===== config.mk =====
export PLATFORM = sky130hd
export DESIGN_NAME = cmp_seq_wide
export DESIGN_NICKNAME = d
export VERILOG_FILES = /design/src/rtl/cmp_seq_wide.sv
export SDC_FILE = /design/constraint.sdc
export NUM_CORES = 1
export LEC_CHECK = 0
export CORE_MARGIN = 4
export CORE_UTILIZATION = 40
export DETAILED_ROUTE_END_ITERATION = 10
export PLACE_DENSITY_LB_ADDON = 0.15
export SYNTH_ARGS = -nofsm -noshare
export SYNTH_HDL_FRONTEND = slang
export SYNTH_SLANG_ARGS = --single-unit

===== constraint.sdc =====
create_clock -name clk -period 2 [get_ports clk]
set_input_delay 0.2 -clock clk [delete_from_list [all_inputs] [get_ports clk]]
set_output_delay 0.2 -clock clk [all_outputs]
set_load 0.05 [all_outputs]

===== src/rtl/cmp_seq_wide.sv =====
`default_nettype none
// ============================================================================
//  Module   : cmp_seq_wide
//  Purpose  : Sequential wide-word unsigned magnitude comparator. Compares
//             two DATA_W-bit operands one SLICE_W-bit slice per clock, MSB
//             slice first. A one-hot big/equal/small cascade state is carried
//             from slice to slice, seeded from the cascade-in flags.
//  Ports    : clk, rst_n        - clock, synchronous active-low reset
//             start             - request pulse, accepted only while idle
//             a, b              - operands, latched on an accepted start
//             fi_big/equal/small- cascade-in from a more-significant stage
//             busy              - slices are being compared
//             done              - one-cycle pulse, result valid from here on
//             fo_big/equal/small- one-hot result, held until next finish
//  Revision : 1.0  initial release
// ============================================================================
module cmp_seq_wide #(
    parameter int DATA_W     = 64,
    parameter int SLICE_W    = 16,
    parameter int EARLY_EXIT = 1
) (
    input  logic              clk,
    input  logic              rst_n,
    input  logic              start,
    input  logic [DATA_W-1:0] a,
    input  logic [DATA_W-1:0] b,
    input  logic              fi_big,
    input  logic              fi_equal,
    input  logic              fi_small,
    output logic              busy,
    output logic              done,
    output logic              fo_big,
    output logic              fo_equal,
    output logic              fo_small
);

    localparam int c_NSLICE = DATA_W / SLICE_W;
    localparam int c_IDX_W  = (c_NSLICE > 1) ? $clog2(c_NSLICE) : 1;

    localparam logic [c_IDX_W-1:0] c_LAST = c_IDX_W'(c_NSLICE - 1);
    localparam logic [c_IDX_W-1:0] c_ONE  = c_IDX_W'(1);

    localparam logic [0:0] c_ST_IDLE = 1'b0;
    localparam logic [0:0] c_ST_RUN  = 1'b1;

    logic [0:0]         r_state;
    logic [c_IDX_W-1:0] r_idx;
    logic [DATA_W-1:0]  r_a;
    logic [DATA_W-1:0]  r_b;
    logic               r_big;
    logic               r_eq;
    logic               r_small;
    logic               r_busy;
    logic               r_done;
    logic               r_fo_big;
    logic               r_fo_eq;
    logic               r_fo_small;

    // The operand registers shift left one slice per RUN edge, so the slice
    // under comparison is always the top SLICE_W bits.
    logic [SLICE_W-1:0] w_slice_a;
    logic [SLICE_W-1:0] w_slice_b;
    logic               w_nxt_big;
    logic               w_nxt_eq;
    logic               w_nxt_small;
    logic               w_finish;

    assign w_slice_a = r_a[DATA_W-1 -: SLICE_W];
    assign w_slice_b = r_b[DATA_W-1 -: SLICE_W];

    always_comb begin
        w_nxt_big   = r_big;
        w_nxt_eq    = r_eq;
        w_nxt_small = r_small;
        // A decided (non-equal) state is sticky; only an equal state looks
        // at the current slice.
        if (r_eq) begin
            w_nxt_big   = (w_slice_a > w_slice_b);
            w_nxt_small = (w_slice_a < w_slice_b);
            w_nxt_eq    = (w_slice_a == w_slice_b);
        end
    end

    assign w_finish = (r_idx == c_LAST) || ((EARLY_EXIT != 0) && !w_nxt_eq);

    always_ff @(posedge clk) begin
        if (!rst_n) begin
            r_state    <= c_ST_IDLE;
            r_idx      <= '0;
            r_a        <= '0;
            r_b        <= '0;
            r_big      <= 1'b0;
            r_eq       <= 1'b1;
            r_small    <= 1'b0;
            r_busy     <= 1'b0;
            r_done     <= 1'b0;
            r_fo_big   <= 1'b0;
            r_fo_eq    <= 1'b1;
            r_fo_small <= 1'b0;
        end else begin
            r_done <= 1'b0;
            case (r_state)
                c_ST_IDLE: begin
                    if (start) begin
                        r_a     <= a;
                        r_b     <= b;
                        // Priority big > small > equal keeps the seed one-hot
                        // even for illegal cascade-in combinations.
                        r_big   <= fi_big;
                        r_small <= !fi_big && fi_small;
                        r_eq    <= !fi_big && !fi_small;
                        r_idx   <= '0;
                        r_busy  <= 1'b1;
                        r_state <= c_ST_RUN;
                    end
                end
                c_ST_RUN: begin
                    r_big   <= w_nxt_big;
                    r_eq    <= w_nxt_eq;
                    r_small <= w_nxt_small;
                    r_a     <= r_a << SLICE_W;
                    r_b     <= r_b << SLICE_W;
                    r_idx   <= r_idx + c_ONE;
                    if (w_finish) begin
                        r_fo_big   <= w_nxt_big;
                        r_fo_eq    <= w_nxt_eq;
                        r_fo_small <= w_nxt_small;
                        r_done     <= 1'b1;
                        r_busy     <= 1'b0;
                        r_state    <= c_ST_IDLE;
                    end
                end
                default: begin
                    r_busy  <= 1'b0;
                    r_state <= c_ST_IDLE;
                end
            endcase
        end
    end

    assign busy     = r_busy;
    assign done     = r_done;
    assign fo_big   = r_fo_big;
    assign fo_equal = r_fo_eq;
    assign fo_small = r_fo_small;

endmodule
`default_nettype wire

==> Word level (Yosys, flattened, before mapping) <==
Index checks and enable logic that the tools add are counted.
{ "totals": {"register_bits": 139, "latch_bits": 0, "ramBits": 0, "romBits": 0, "input_bits": 134, "output_inout_bits": 5, "word_cells": 51, "n_memories": 0} }
{ "classes": {"add_sub_neg": 1, "mul": 0, "n_div": 0, "n_lt_le_gt_ge": 2, "eq_ne": 4, "shift": 0, "mux": 22, "bitwise_logic": 1, "n_reduce_logical": 9} }
{ "op_table": {"columns": ["cell", "count"], "rows": [
  ["64-bit one-hot mux with 2 select lines", 2],
  ["64-bit 2-to-1 mux", 2],
  ["16-bit == test", 1],
  ["16-bit > comparator", 1],
  ["16-bit < comparator", 1],
  ["1-bit 2-to-1 mux", 11],
  ["1-bit one-hot mux with 2 select lines", 5],
  ["2-bit AND reduction", 3],
  ["2-bit one-hot mux with 2 select lines", 1],
  ["1-bit zero test", 3],
  ["2-bit by 1-bit adder with 2-bit output (second input constant)", 1],
  ["2-bit == test (second input constant)", 1],
  ["1-bit logical AND", 2],
  ["2-bit 2-to-1 mux", 1],
  ["2-bit by 1-bit != test with 1-bit output (second input constant)", 1],
  ["2-bit != test (second input constant)", 1],
  ["1-bit logical OR", 1],
  ["1-bit inverter", 1]
]} }

==> Longest topological paths before layout <==
Gate-level depths: netlist of run 1.
{ "logic_depth": {"ltp_word": 6, "ltp_mapped": 7, "mapped_depth_nobuf": 7} }

==> Worst setup path after synthesis of run 1 <==
Ideal clock, no wire load.
{ "synth_path": {"path_type": "register to register", "startpoint": "register r_b[61]", "endpoint": "register r_fo_big (netlist: fo_big)", "setup_time_ns": 0.092, "t_arrival_ns": 1.628, "t_required_ns": 1.908, "setup_slack_ns": 0.279, "stages_incl_launch_ff": 8, "n_path_buf": 0, "period_less_slack_ns": 1.721, "path_cell_list": "dfxtp_1 > inv_1 > ha_1 > nand4_2 > nor4_4 > a41oi_1 > nand2b_1 > o32ai_1"} }
{ "synth_via": {"elab_chain_cells": 5, "elab_cells_between_ends": 7, "cone_classes": "order compare: 1; eq/ne: 1; mux: 2; reduce/logical: 3"} }
{ "synth_lines": {"columns": ["element", "line", "text"], "rows": [
  ["start: declaration", "49", "logic [DATA_W-1:0] r_b;"],
  ["start signal: assignment", "122", "r_b <= r_b << SLICE_W;"],
  ["parallel branches: the longest is 5 deep, another holds 16-bit > comparator", null, null],
  ["end signal: assignment", "125", "r_fo_big <= w_nxt_big;"],
  ["end: declaration", "55", "logic r_fo_big;"]
]} }
Several ways; the timed one is not identified.
A chain may end at the register's enable or synchronous reset.

==> Worst setup path after layout of run 1 <==
{ "layout_path": {"startpoint": "register r_b[59]", "endpoint": "register r_fo_big (netlist: fo_big)"} }
Same word-level chain as after synthesis.

==> results of run 1 <==
==> metal layers <==
metal,vias to the layer above,wire length [um],share of wire,GRT usage
met5,-,0,0,0
met4,0,302,0.019,0.0640
met3,21,891,0.055,0.0536
met2,105,7480,0.47,0.282
met1,2322,7400,0.46,0.222
li1,2536,-,-,-
==> worst max-delay path by stage <==
stage	slack (ns)	endpoint	start	cells after the start
6_report	0.06	fo_big	r_b[59]	8
5_1_grt	-0.03	fo_big	r_b[59]	8
4_1_cts	0.01	fo_big	r_b[61]	7
3_5_place_dp	-0.06	fo_big	r_b[57]	7
3_3_place_gp	0.07	fo_big	r_b[59]	7
2_1_floorplan	0.28	fo_big	r_b[61]	7
==> stage by stage <==
stage,setup WS (ns),setup TNS (ns)
floorplan,0.279,0
CTS,0.0147,0
global placement,0.0659,0
detailed placement,-0.0608,-0.0608
global route,-0.0295,-0.0376
finish,0.0597,0
==> flip-flops by register name, indices dropped and copies added (netlist names) <==
signal	count
r_a	64
r_b	64
r_idx	2
busy	1
done	1
fo_big	1
fo_equal	1
fo_small	1
r_big	1
r_eq	1
r_small	1
r_state	1
==> cell families after synthesis <==
kind of cell               share of synthesized area
muxes                                          0.180
AOI/OAI and AO/OA                              0.197
adders and majority gates                     0.0335
buffers and inverters                         0.0477
and+or+nand+nor                                0.104
DFF                                            0.438
==> cell usage after synthesis <==
library cell	number
dfxtp_1	139
mux2i_1	114
nand2_1	106
o211a_1	96
nor2_1	37
clkbuf_1	35
inv_1	21
ha_1	17
o211ai_1	16
buf_2	14
a21oi_1	11
buf_1	5
o21ai_0	5
a31oi_1	3
nand2b_1	3
o21ai_1	3
nand3_1	2
nor2b_1	2
o32ai_1	2
a21o_1	1
a41oi_1	1
and2_1	1
and3_4	1
inv_2	1
nand2b_2	1
nand4_1	1
nand4_2	1
nor3b_1	1
nor4_4	1
o2111ai_1	1
o21ai_2	1
o22ai_1	1
or2_2	1
==> where the power goes <==
| group | leakage [uW] | switching (uW) | internal [uW] |
|---|---|---|---|
| combinational | 0.00301 | 609 | 699 |
| sequential | 0.00115 | 160 | 3010 |
| clock | 0.000325 | 1120 | 2310 |
==> layout make-up <==
cell class / count / area (um^2)
Clock inverter: 6 / 130
Inverter: 22 / 87.6
Timing Repair Buffer: 153 / 1550
Tap cell: 211 / 264
Sequential cell: 139 / 2780
Clock buffer: 25 / 526
Multi-Input combinational cell: 430 / 3350
Fill cell: 1330 / 6680
==> critical path: stages (launching register included) <==
cell and delay, ns:
dfxtp_1 0.31, inv_1 0.06, ha_1 0.31, nand4_1 0.19
nor4_4 0.30, buf_4 0.18, o21ai_2 0.05, and3_4 0.19
o32ai_2 0.26
==> what timing repair did <==
action | 4_1_cts | 5_1_grt
setup endpoints to repair | 1 | 5
buffers inserted | 1 | 2
gates cloned | 0 | 0
resized for setup | 0 | 8
pin swaps | 1 | 2
==> metrics.txt, run 1 <==
result of the run finished clean; final antenna diode count 0; depth of the worst register-to-register path 8; worst reg2reg startpoint r_b[59]; hold-critical path depth 2; drt first pass iters 5; Cells after Synth 645; max-slew violation count 0; area inside the core boundary 0.0154 mm^2; final standard cell count with taps included and fillers excluded 986; floorplan die area 0.0180 mm^2; Critical Path RT 2.32 ns; number of antenna violations at the first check in global routing 0; Die X 134 um; ratio of total power to cell area 911 mW/mm^2; routed via count 4984; total overflow reported by the global router 0; share of Yosys cell area claimed by the top area cell type 0.438; global-route wire length before repair 24600 um; final hold violation count 0; Tmin final 1.94 ns; Tightest Hold Check Type in2reg; number of setup violations in the final report 0; sequential element share of the synthesized area 0.438; critical path arrival 2.26 ns; layout-stage area growth over the synthesis result 36.8%; static power due to leakage 0.00449 uW; fraction of final layout cells with drive strength greater than 1 0.0800; R2R Setup Slk 0.06 ns; worst slew pin tran 0.558 ns; number of buffers created by CTS 17; number of nets still failing antenna checks after routing 0; instance area at placement 0.00793 mm^2; total of buffers placed on input and output ports 137; ports placed on the boundary 139; critical path endpoint category flip-flop; CTS tree done; starting density of the core 0.413; Yosys warnings 0; post-synth cell types 33; cell type with the highest aggregate area in the netlist dfxtp_1; synthesized net count 796; final HPWL from detailed placement 11400 um; origin of the worst min-delay path rst_n; Finished Core Util 0.565; maximum ir drop on the vdd rail 0.623 mV; worst slack on hold paths 0.238 ns; number of global-route vias before repair 4899; source-to-sink clock delay at the later pin of the worst-skew pair 0.41 ns; level count of the clock H-tree 4; max frequency 0.515 GHz; type of origin of the critical path flip-flop; setup clock skew after layout 0.00486 ns; average instance area after synthesis 9.84 um^2; most frequent cells in the layout dfxtp_1 (139), clkdlybuf4s50_1 (135), mux2i_1 (114); global-route total usage across every layer 0.175; most common cell after layout, fill and taps aside dfxtp_1; fin area 0.00869 mm^2; net count reported at finish 914; type of the worst setup path reg2reg; Post-Place Cells 952; Die Height 134 um; DRC violations left 0; capture point of the worst reg-to-reg path fo_big; hold bufs inserted after CTS 0; number of violations reported at the end of detailed-routing iteration 0 282; area of the mapped netlist 0.00635 mm^2; root buffer cell clkbuf_16; Routed wire per std cell 16.3 um; pin count of the biggest net entering global routing 83; relative slew slack 0.627; CTS sink cnt 139; Worst Hold End r_eq; final RePlAce weighted congestion 0.851; clock-pin transition on the worst setup and hold timing paths 0.06 ns; flop and latch count out of synthesis 139; number of max-cap violations 0; vias per cell 5.05; routed wire length 16100 um; critical path fanouts, max 3; top post-synthesis cells by area dfxtp_1 (44%), mux2i_1 (18%), o211a_1 (15%), nand2_1 (6.3%), ha_1 (3.3%); Site Rows 45; total power after layout 7910 uW; period utilisation layout 0.970; maximum count of clock buffers along a single path 2
No activity file was read; power rests on OpenSTA's default activity.
==> run 2: changes to the inputs <==
--- a/config.mk
+++ b/config.mk
@@ -8,6 +8,7 @@
 export CORE_MARGIN = 4
 export CORE_UTILIZATION = 40
 export DETAILED_ROUTE_END_ITERATION = 10
+export GPL_TIMING_DRIVEN = 0
 export PLACE_DENSITY_LB_ADDON = 0.15
 export SYNTH_ARGS = -nofsm -noshare
 export SYNTH_HDL_FRONTEND = slang
==> run 2 against run 1 <==
  * Combinational power about the same
  * Maximum frequency up 2.0%
  * Flip-flop and latch count unchanged
  * Final area down 0.30%
  * Register-to-register slack better by 0.04 ns
  * Highest routed layer unchanged
==> metrics.txt, run 2 (synthesized netlist as in run 1, its figures left out) <==
Finished Core Util 0.564; level count of the clock H-tree 4; global-route wire length before repair 28000 um; area inside the core boundary 0.0154 mm^2; critical path fanouts, max 10; drt first pass iters 5; number of violations reported at the end of detailed-routing iteration 0 314; final HPWL from detailed placement 13900 um; number of max-cap violations 0; registers with the highest flip-flop counts r_a (64), r_b (64), r_idx (2); sum of negative setup slack 0 ns; number of setup violations in the final report 0; Crit-path slowest cell clkbuf_1; critical path endpoint category flip-flop; number of antenna violations at the first check in global routing 0; origin of the worst min-delay path rst_n; critical path arrival 2.22 ns; CTS sink cnt 139; Site Rows 45; type of origin of the critical path flip-flop; total overflow reported by the global router 0; root buffer cell clkbuf_16; Die Height 134 um; setup clock skew after layout 0.00662 ns; maximum ir drop on the vdd rail 0.565 mV; Worst path max stage delay 0.51 ns; worst reg2reg startpoint r_state; pin count of the biggest net entering global routing 17; max-slew violation count 0; floorplan die area 0.0180 mm^2; Tmin final 1.90 ns; total area of sequential cells 0.00278 mm^2; layout-stage area growth over the synthesis result 36.4%; number of fill cells in the layout 1361; hold bufs inserted after CTS 0; most frequent cells in the layout dfxtp_1 (139), clkdlybuf4s50_1 (135), mux2i_1 (114); total of buffers placed on input and output ports 135; CTS tree done; final hold violation count 0; total power after layout 7890 uW; Die X 134 um; Routed wire per std cell 17.9 um; routed via count 5274; DRC violations left 0; most common cell after layout, fill and taps aside dfxtp_1; period utilisation layout 0.951; fraction of final layout cells with drive strength greater than 1 0.0737; vias per cell 5.15; sequence of cells on the critical path buf_2 > inv_2 > clkbuf_1 > clkbuf_1 > nand2_1 > o211a_1; final RePlAce weighted congestion 0.850; Post-Place Cells 991; maximum count of clock buffers along a single path 2; static power due to leakage 0.00448 uW; final antenna diode count 0; ports placed on the boundary 139; area of the multi-input gates 0.00330 mm^2; Top cell by count, worst path clkbuf_1; result of the run finished clean; net count reported at finish 952; max frequency 0.526 GHz; unrepaired setup endpoints after global routing false; source-to-sink clock delay at the later pin of the worst-skew pair 0.42 ns; instance area at placement 0.00797 mm^2; Critical Path RT 2.32 ns; clock-pin transition on the worst setup and hold timing paths 0.06 ns; number of nets still failing antenna checks after routing 0; relative slew slack 0.553; worst slew pin tran 0.670 ns; final standard cell count with taps included and fillers excluded 1025; fin area 0.00866 mm^2; starting density of the core 0.413; first element of the critical path r_state; routed wire length 18300 um; ratio of total power to cell area 911 mW/mm^2; number of global-route vias before repair 5281; number of buffers created by CTS 17; Tightest Hold Check Type in2reg; global-route total usage across every layer 0.203; type of the worst setup path reg2reg
## run 2: critical path, delay by kind of cell (launching register included)
family / cells / cell delay [ns]
flip-flops: 1 / 0.30
AND/OR/NAND/NOR: 1 / 0.12
AO/OA/AOI/OAI: 1 / 0.14
buffers and inverters: 4 / 1.23
## run 2: cell type report
cell class | count | area share
multi-input combinational | 430 | 0.381
sequential | 139 | 0.321
timing repair buffer | 137 | 0.158
clock buffer | 21 | 0.0555
tap | 211 | 0.0305
buffer | 54 | 0.0256
clock inverter | 11 | 0.0191
inverter | 22 | 0.00953
## run 2: final timing paths
path,depth (start not counted),slack (ns),endpoint
min reg2reg,2,0.49,fo_big
max,6,0.1,r_b[23]
min,3,0.18,r_state
max reg2reg,6,0.1,r_b[23]
## run 2: through the flow
step           hold slack (ns)  worst slack [ns]
2_1_floorplan            0.347             0.279
3_3_place_gp             0.476          -0.00653
3_5_place_dp             0.475           -0.0357
4_1_cts                  0.196            0.0324
5_1_grt                  0.213           0.00666
6_report                 0.184            0.0979
## run 2: report_power, final
group	switching (uW)	internal [uW]	total (uW)
Clock	1180	2210	3390
Combinational	651	677	1330
Sequential	161	3010	3170
Total	1990	5900	7890
## run 2: what timing repair did
item / in CTS / in global routing
setup buffers: 0 / 2
cloned: 0 / 0
gates resized for setup: 1 / 5
pin swaps: 1 / 3
endpoints found under the setup margin: 1 / 5
## run 2: metal layers
layer / vias up / track usage / share of wire
met3: 21 / 0.0480 / 0.052
met1: 2503 / 0.280 / 0.47
met5: - / 0 / 0
met2: 138 / 0.317 / 0.46
li1: 2612 / - / -
met4: 0 / 0.0629 / 0.015
